File: src/rtl/alu_pkg.sv
// Shared opcodes, FSM state type and opcode legality check for alu_seq.
package alu_pkg;

   localparam logic [3:0] OP_ADD = 4'd0;
   localparam logic [3:0] OP_SUB = 4'd1;
   localparam logic [3:0] OP_AND = 4'd2;
   localparam logic [3:0] OP_OR  = 4'd3;
   localparam logic [3:0] OP_XOR = 4'd4;
   localparam logic [3:0] OP_CMP = 4'd5;
   localparam logic [3:0] OP_SHL = 4'd6;
   localparam logic [3:0] OP_SHR = 4'd7;
   localparam logic [3:0] OP_ADC = 4'd8;
   localparam logic [3:0] OP_SBB = 4'd9;
   localparam logic [3:0] OP_MUL = 4'd10;

   typedef enum logic [1:0] {
      IDLE    = 2'd0,
      MUL_RUN = 2'd1,
      DONE    = 2'd2
   } state_e;

   function automatic logic is_legal_op(input logic [3:0] op);
      return (op <= OP_MUL);
   endfunction

endpackage

File: src/rtl/alu_mul_seq.sv
// Iterative shift-add multiplier: one partial-product step per cycle.
// The multiplier sits in the low half of the accumulator and is consumed
// from bit 0 as the accumulator shifts right; after WIDTH steps the
// accumulator holds the full 2*WIDTH product.
module alu_mul_seq #(
   parameter int WIDTH = 8
) (
   input  logic               clk,
   input  logic               rst_n,
   input  logic               start_i,
   input  logic [WIDTH-1:0]   a_i,
   input  logic [WIDTH-1:0]   b_i,
   output logic               busy_o,
   output logic               done_o,
   output logic [2*WIDTH-1:0] product_o
);

   localparam int CW = $clog2(WIDTH);

   logic [CW-1:0]      cnt_q, cnt_d;
   logic               busy_q, busy_d;
   logic               done_q, done_d;
   logic [WIDTH-1:0]   mcand_q, mcand_d;
   logic [2*WIDTH-1:0] acc_q, acc_d;
   logic [WIDTH:0]     sum;

   // Load on start, otherwise one add-and-shift step per busy cycle.
   always_comb begin
      cnt_d   = cnt_q;
      busy_d  = busy_q;
      done_d  = 1'b0;
      mcand_d = mcand_q;
      acc_d   = acc_q;
      sum     = {1'b0, acc_q[2*WIDTH-1:WIDTH]} + (acc_q[0] ? {1'b0, mcand_q} : '0);
      if (start_i) begin
         acc_d   = {{WIDTH{1'b0}}, b_i};
         mcand_d = a_i;
         cnt_d   = '0;
         busy_d  = 1'b1;
      end else if (busy_q) begin
         acc_d = {sum, acc_q[WIDTH-1:1]};
         if (cnt_q == CW'(WIDTH-1)) begin
            busy_d = 1'b0;
            done_d = 1'b1;
         end else begin
            cnt_d = cnt_q + CW'(1);
         end
      end
   end

   // Multiplier state registers.
   always_ff @(posedge clk or negedge rst_n) begin
      if (!rst_n) begin
         cnt_q   <= '0;
         busy_q  <= 1'b0;
         done_q  <= 1'b0;
         mcand_q <= '0;
         acc_q   <= '0;
      end else begin
         cnt_q   <= cnt_d;
         busy_q  <= busy_d;
         done_q  <= done_d;
         mcand_q <= mcand_d;
         acc_q   <= acc_d;
      end
   end

   assign busy_o    = busy_q;
   assign done_o    = done_q;
   assign product_o = acc_q;

endmodule

File: src/rtl/alu_seq.sv
// Registered ALU with valid/ready on both sides, stored carry for ADC/SBB
// chains and a multi-cycle multiplier.
//
//   state   | meaning
//   IDLE    | no result held, ready for an operation
//   MUL_RUN | multiplier iterating, input side stalled
//   DONE    | result registers valid, held until the consumer takes them
module alu_seq
   import alu_pkg::*;
#(
   parameter int WIDTH = 8
) (
   input  logic             clk,
   input  logic             rst_n,
   input  logic             in_valid,
   output logic             in_ready,
   input  logic [WIDTH-1:0] A,
   input  logic [WIDTH-1:0] B,
   input  logic [3:0]       opCode,
   output logic             out_valid,
   input  logic             out_ready,
   output logic [WIDTH-1:0] Out,
   output logic [WIDTH-1:0] Out_hi,
   output logic             Carry_out,
   output logic             C_flag,
   output logic             Zero,
   output logic             Err
);

   localparam int SHW = $clog2(WIDTH);

   state_e             state_q, state_d;
   logic               accept, xfer, load_alu, mul_start;
   logic               mul_busy, mul_done;
   logic [2*WIDTH-1:0] mul_prod;

   logic [WIDTH-1:0]   out_q, out_hi_q;
   logic               cout_q, cflag_q, zero_q, err_q, carry_reg_q;

   logic               cin, bin;
   logic [WIDTH:0]     add_w, sub_w, shl_w, shr_w;
   logic [SHW-1:0]     sh;
   logic [WIDTH-1:0]   alu_res;
   logic               alu_cout, alu_cflag, alu_err, alu_upd;

   assign accept    = in_valid && in_ready;
   assign xfer      = out_valid && out_ready;
   assign mul_start = accept && (opCode == OP_MUL);
   assign load_alu  = accept && (opCode != OP_MUL);

   alu_mul_seq #(.WIDTH(WIDTH)) u_mul (
      .clk       (clk),
      .rst_n     (rst_n),
      .start_i   (mul_start),
      .a_i       (A),
      .b_i       (B),
      .busy_o    (mul_busy),
      .done_o    (mul_done),
      .product_o (mul_prod)
   );

   // State register.
   always_ff @(posedge clk or negedge rst_n) begin
      if (!rst_n) state_q <= IDLE;
      else        state_q <= state_d;
   end

   // Next-state: accepts may chain straight from DONE when the result drains.
   always_comb begin
      state_d = state_q;
      case (state_q)
         IDLE: begin
            if (accept) begin
               if (opCode == OP_MUL) state_d = MUL_RUN;
               else                  state_d = DONE;
            end
         end
         MUL_RUN: begin
            if (mul_done) state_d = DONE;
         end
         DONE: begin
            if (xfer) begin
               if (!accept)                state_d = IDLE;
               else if (opCode == OP_MUL)  state_d = MUL_RUN;
               else                        state_d = DONE;
            end
         end
         default: state_d = IDLE;
      endcase
   end

   // Handshake outputs; in_ready passes out_ready through in DONE.
   always_comb begin
      in_ready  = 1'b0;
      out_valid = 1'b0;
      case (state_q)
         IDLE: in_ready = rst_n && !mul_busy;
         DONE: begin
            out_valid = 1'b1;
            in_ready  = rst_n && out_ready && !mul_busy;
         end
         default: ;
      endcase
   end

   // Single-cycle datapath; ADC/SBB fold the stored carry into add/sub.
   always_comb begin
      cin   = (opCode == OP_ADC) ? carry_reg_q : 1'b0;
      bin   = (opCode == OP_SBB) ? carry_reg_q : 1'b0;
      sh    = B[SHW-1:0];
      add_w = {1'b0, A} + {1'b0, B} + {{WIDTH{1'b0}}, cin};
      sub_w = {1'b0, A} - {1'b0, B} - {{WIDTH{1'b0}}, bin};
      shl_w = {1'b0, A} << sh;
      shr_w = {A, 1'b0} >> sh;
      alu_res   = '0;
      alu_cout  = 1'b0;
      alu_cflag = 1'b0;
      alu_upd   = 1'b0;
      alu_err   = !is_legal_op(opCode);
      case (opCode)
         OP_ADD, OP_ADC: begin
            alu_res  = add_w[WIDTH-1:0];
            alu_cout = add_w[WIDTH];
            alu_upd  = 1'b1;
         end
         OP_SUB, OP_SBB: begin
            alu_res  = sub_w[WIDTH-1:0];
            alu_cout = sub_w[WIDTH];
            alu_upd  = 1'b1;
         end
         OP_AND: alu_res = A & B;
         OP_OR:  alu_res = A | B;
         OP_XOR: alu_res = A ^ B;
         OP_CMP: begin
            alu_cflag = (A > B);
            alu_cout  = (A < B);
         end
         OP_SHL: begin
            alu_res  = shl_w[WIDTH-1:0];
            alu_cout = shl_w[WIDTH];
            alu_upd  = 1'b1;
         end
         OP_SHR: begin
            alu_res  = shr_w[WIDTH:1];
            alu_cout = shr_w[0];
            alu_upd  = 1'b1;
         end
         default: ;
      endcase
   end

   // Result/flag registers load on a single-cycle accept or multiplier finish.
   always_ff @(posedge clk or negedge rst_n) begin
      if (!rst_n) begin
         out_q       <= '0;
         out_hi_q    <= '0;
         cout_q      <= 1'b0;
         cflag_q     <= 1'b0;
         zero_q      <= 1'b0;
         err_q       <= 1'b0;
         carry_reg_q <= 1'b0;
      end else if (load_alu) begin
         out_q    <= alu_res;
         out_hi_q <= '0;
         cout_q   <= alu_cout;
         cflag_q  <= alu_cflag;
         zero_q   <= (alu_res == '0);
         err_q    <= alu_err;
         if (alu_upd) carry_reg_q <= alu_cout;
      end else if ((state_q == MUL_RUN) && mul_done) begin
         out_q       <= mul_prod[WIDTH-1:0];
         out_hi_q    <= mul_prod[2*WIDTH-1:WIDTH];
         cout_q      <= |mul_prod[2*WIDTH-1:WIDTH];
         cflag_q     <= 1'b0;
         zero_q      <= (mul_prod == '0);
         err_q       <= 1'b0;
         carry_reg_q <= |mul_prod[2*WIDTH-1:WIDTH];
      end
   end

   assign Out       = out_q;
   assign Out_hi    = out_hi_q;
   assign Carry_out = cout_q;
   assign C_flag    = cflag_q;
   assign Zero      = zero_q;
   assign Err       = err_q;

endmodule

File: config.mk
export PLATFORM = sky130hd
export DESIGN_NAME = alu_seq
export DESIGN_NICKNAME = d
export VERILOG_FILES = /design/src/rtl/alu_pkg.sv /design/src/rtl/alu_mul_seq.sv /design/src/rtl/alu_seq.sv
export SDC_FILE = /design/constraint.sdc
export NUM_CORES = 1
export LEC_CHECK = 0
export CAP_MARGIN = 20
export CORE_ASPECT_RATIO = 0.6
export CORE_MARGIN = 3
export CORE_UTILIZATION = 53
export DETAILED_ROUTE_END_ITERATION = 8
export PLACE_DENSITY = 0.78
export SLEW_MARGIN = 40
export SYNTH_ARGS = -nofsm -noshare
export SYNTH_HDL_FRONTEND = slang
export SYNTH_SLANG_ARGS = --single-unit
File: constraint.sdc
create_clock -name clk -period 2.7 [get_ports clk]
set_clock_uncertainty 0.15 [all_clocks]
set_input_delay 0.405 -clock clk [delete_from_list [all_inputs] [get_ports clk]]
set_output_delay 0.405 -clock clk [all_outputs]
set_load 0.005 [all_outputs]
==> metrics <==
leakage=around 3 nW; largest family of logic cells by synthesized area=simple AND/OR/NAND/NOR gates; largest net degree at the start of global routing=53; max-slew violations=0; fmax=337 MHz; Post-Syn Area=0.00472 mm2; GRT overflow=0; All-Layer GR Usage=a little over a third; Synth Flop Type=dfrtp_1; minimum clock period=2.96 ns; Worst R2R Start=carry_reg_q; row count=25; Adder-Cell Fraction of Synth Area=approximately 15%; CP delay by family, top=adder cells; hold crit path type=input pin to async pin; fraction of registers with async set/reset=100%; Post-Route WL=about 18000 um; setup ws final=-0.263 ns; Syn Inst Count=approximately 560; YS warnings=0; Worst setup SP type=register; WP data required=between 2 and 3 ns; syn nets=between 600 and 700; GPL Wtd Cong=~1; CP bufs+invs=3; pwr dens=between 500 and 600 mW/mm2; Die W=roughly 130 um; CP cell instances=nand4b_1 -> fa_2 -> buf_6 -> inv_4 -> ha_4 -> o21ai_4 -> a211oi_2 -> xnor2_1 -> o22ai_1 -> nor4_1 -> buf_4 -> nand4_1 -> o21ai_1; Synth Area in Compound Gates=21.0%; sequential area share after synthesis=27.5%; CTS tree=yes; Synth Register Bits=52; RSZ-0062 raised after global routing=yes; # nets final=790; via/cell ratio=roughly 6.3; layout cells sized above 1=28.8%; Area Overhead vs Synth=38.2%; Worst-path clk slew=~0.08 ns; Post-DRT Antenna Nets=0; Setup violations, final=8; failing checks=setup timing; Vias=5184; met1 Use GR=a little under three fifths; I/O pin count=46; dpl cell area=approximately 0.006 mm2; slowest CP cell=fa_2; R2R cell count=13; Largest stage delay, worst path=roughly 0.64 ns; routed len/inst=around 22 um; Post-DP HPWL=roughly 14000 um; worst slew pin tran=about 0.7 ns; Netlist cell types=67; R2R Setup Slk=-0.26 ns; Setup CP Type=register to register; Num Clock Sinks=52; Root Driver=clkbuf_16; critical path capture point type=register; Fillers=560; mux contribution to synthesized area=6.70%; initial antenna violation count=1; Multi-input gate area=0.00341 mm2; vias in the first global route=around 5000; Die ar.=0.0101 mm2; fin area=between 0.006 and 0.007 mm2; Synth Area per Inst=8.39 um2; Simple-Gate Fraction of Synth Area=between 20 and 25%; area of the core=slightly above 0.008 mm2; clock buffer count from CTS=5; worst skew pair latency=~0.3 ns; Post-synth EDFFs=0; global-route wire length before repair=about 28000 um; DRT iter0 DRCs=roughly 740; hold buffer count at cts=0; Die Y=79.1 um; deepest level of the CTS H-tree=2; met2 usage=49.9%; number of remaining DRC errors=0; Crit Reg-Reg Endpoint=Zero; max-cap violations=0; Max VDD drop=approximately 0.47 mV; status=finished with violations; busiest grt layer=met1; xor/xnor cell area share of the yosys netlist=2.04%; final hold vios=0; final period utilization=110%; relative slew slack=52.1%; Initial Util=57.2%; sequential standard cell area=approximately 0.0013 mm2; Data arrival, critical path=just over 3 ns; TritonRoute pass-1 iters=6; n_diodes=0; worst-path maximum fanout=2; setup TNS=-1.29 ns; Max clock buf depth=2; met3 Usage GRT=a little over a tenth; # port buffers=45
-- state kept, by name, summed over array words and instances, names as in the netlist, 2 cells and up --
name,cells
u_mul.product_o,16
u_mul.mcand_q,8
Out_hi,8
Out,8
u_mul.cnt_q,3
state_q,2
-- per-stage QoR --
stage                     utilization (%)  hold slack (ns)  worst slack (ns)  power, mW  std cells
after floorplan                         -          -0.0406            -0.344       1.94        563
after global placement               73.5            0.311            -0.827       2.56        805
after detailed placement             73.5            0.324            -0.916       2.63        805
after CTS                            77.2            0.131            -0.320       3.35        819
after global routing                 79.1            0.149            -0.366       3.68        821
final                                79.1            0.104            -0.263       3.47        821
-- worst max path at each step --
stage	to	startpoint	depth (start not counted)	slack, ns
after floorplan	carry_reg_q	opCode[1]	12	-0.34
after global placement	Zero	opCode[3]	12	-0.83
after detailed placement	Zero	opCode[3]	14	-0.92
after CTS	Zero	carry_reg_q	10	-0.32
after global routing	Out[7]	carry_reg_q	13	-0.37
final	Zero	carry_reg_q	13	-0.26
-- cell usage in the layout (no fill, tap or decap), drive strengths merged, types with 5 or more instances in the layout --
cell	count
buf	128
nand2	67
dfrtp	52
o21ai	50
ha	49
nor2	42
inv	38
clkdlybuf4s50	33
a21oi	30
mux2i	21
a22oi	20
nor2b	12
nand3	10
nor3	10
nor4	9
o22ai	9
and2	8
xnor2	8
nand2b	8
dlygate4sd2	7
clkbuf	6
or3	5
and3	5
a31oi	5
or2	5
fa	5
a211oi	5
-- cell usage after synthesis (6+ instances only) --
library cell / number / area (um2)
nand2_1: 67 / 251
dfrtp_1: 52 / 1300
ha_1: 49 / 613
o21ai_0: 44 / 220
nor2_1: 42 / 158
inv_1: 36 / 135
a21oi_1: 30 / 150
mux2i_1: 20 / 200
a22oi_1: 19 / 143
clkbuf_1: 17 / 63.8
nand3_1: 10 / 50.1
nor2b_1: 10 / 62.6
nor3_1: 10 / 50.1
nor4_1: 9 / 56.3
o22ai_1: 9 / 56.3
and2_1: 8 / 50.1
nand2b_1: 8 / 50.1
xnor2_1: 8 / 70.1
o21ai_1: 6 / 30.0
-- power breakdown --
part	total [mW]	switching (mW)	internal, mW
logic	1.60	0.834	0.761
clock network	0.675	0.322	0.353
registers	1.20	0.222	0.978
-- cell type report --
cell class	count	share of cell area (%)
Sequential cell	52	19.9
Timing Repair Buffer	170	21.3
Clock inverter	3	0.422
Clock buffer	5	1.92
Tap cell	108	2.07
Multi-Input combinational cell	446	52.2
Inverter	37	2.17
-- what timing repair did --
action / CTS / global route
resized for setup: 49 / 36
pin swaps: 31 / 24
setup buffers: 6 / 4
endpoints found under the setup margin: 11 / 13
-- per-layer routing --
| layer | up-vias | routed length [um] |
|---|---|---|
| met5 | - | 0 |
| met4 | 0 | 206 |
| met3 | 21 | 2620 |
| met2 | 367 | 7130 |
| met1 | 2485 | 7900 |
| li1 | 2311 | - |
-- cell families (layout without fill, tap and decap cells) --
| family | Yosys count | after routing |
|---|---|---|
| buf+inv | 65 | 215 |
| simple gates | 200 | 200 |
| mux | 27 | 27 |
| xor+xnor | 11 | 11 |
| compound gates | 154 | 154 |
| flops | 52 | 52 |
| fa+ha+maj | 54 | 54 |
Note: power is estimated with default switching activity, not from simulation.
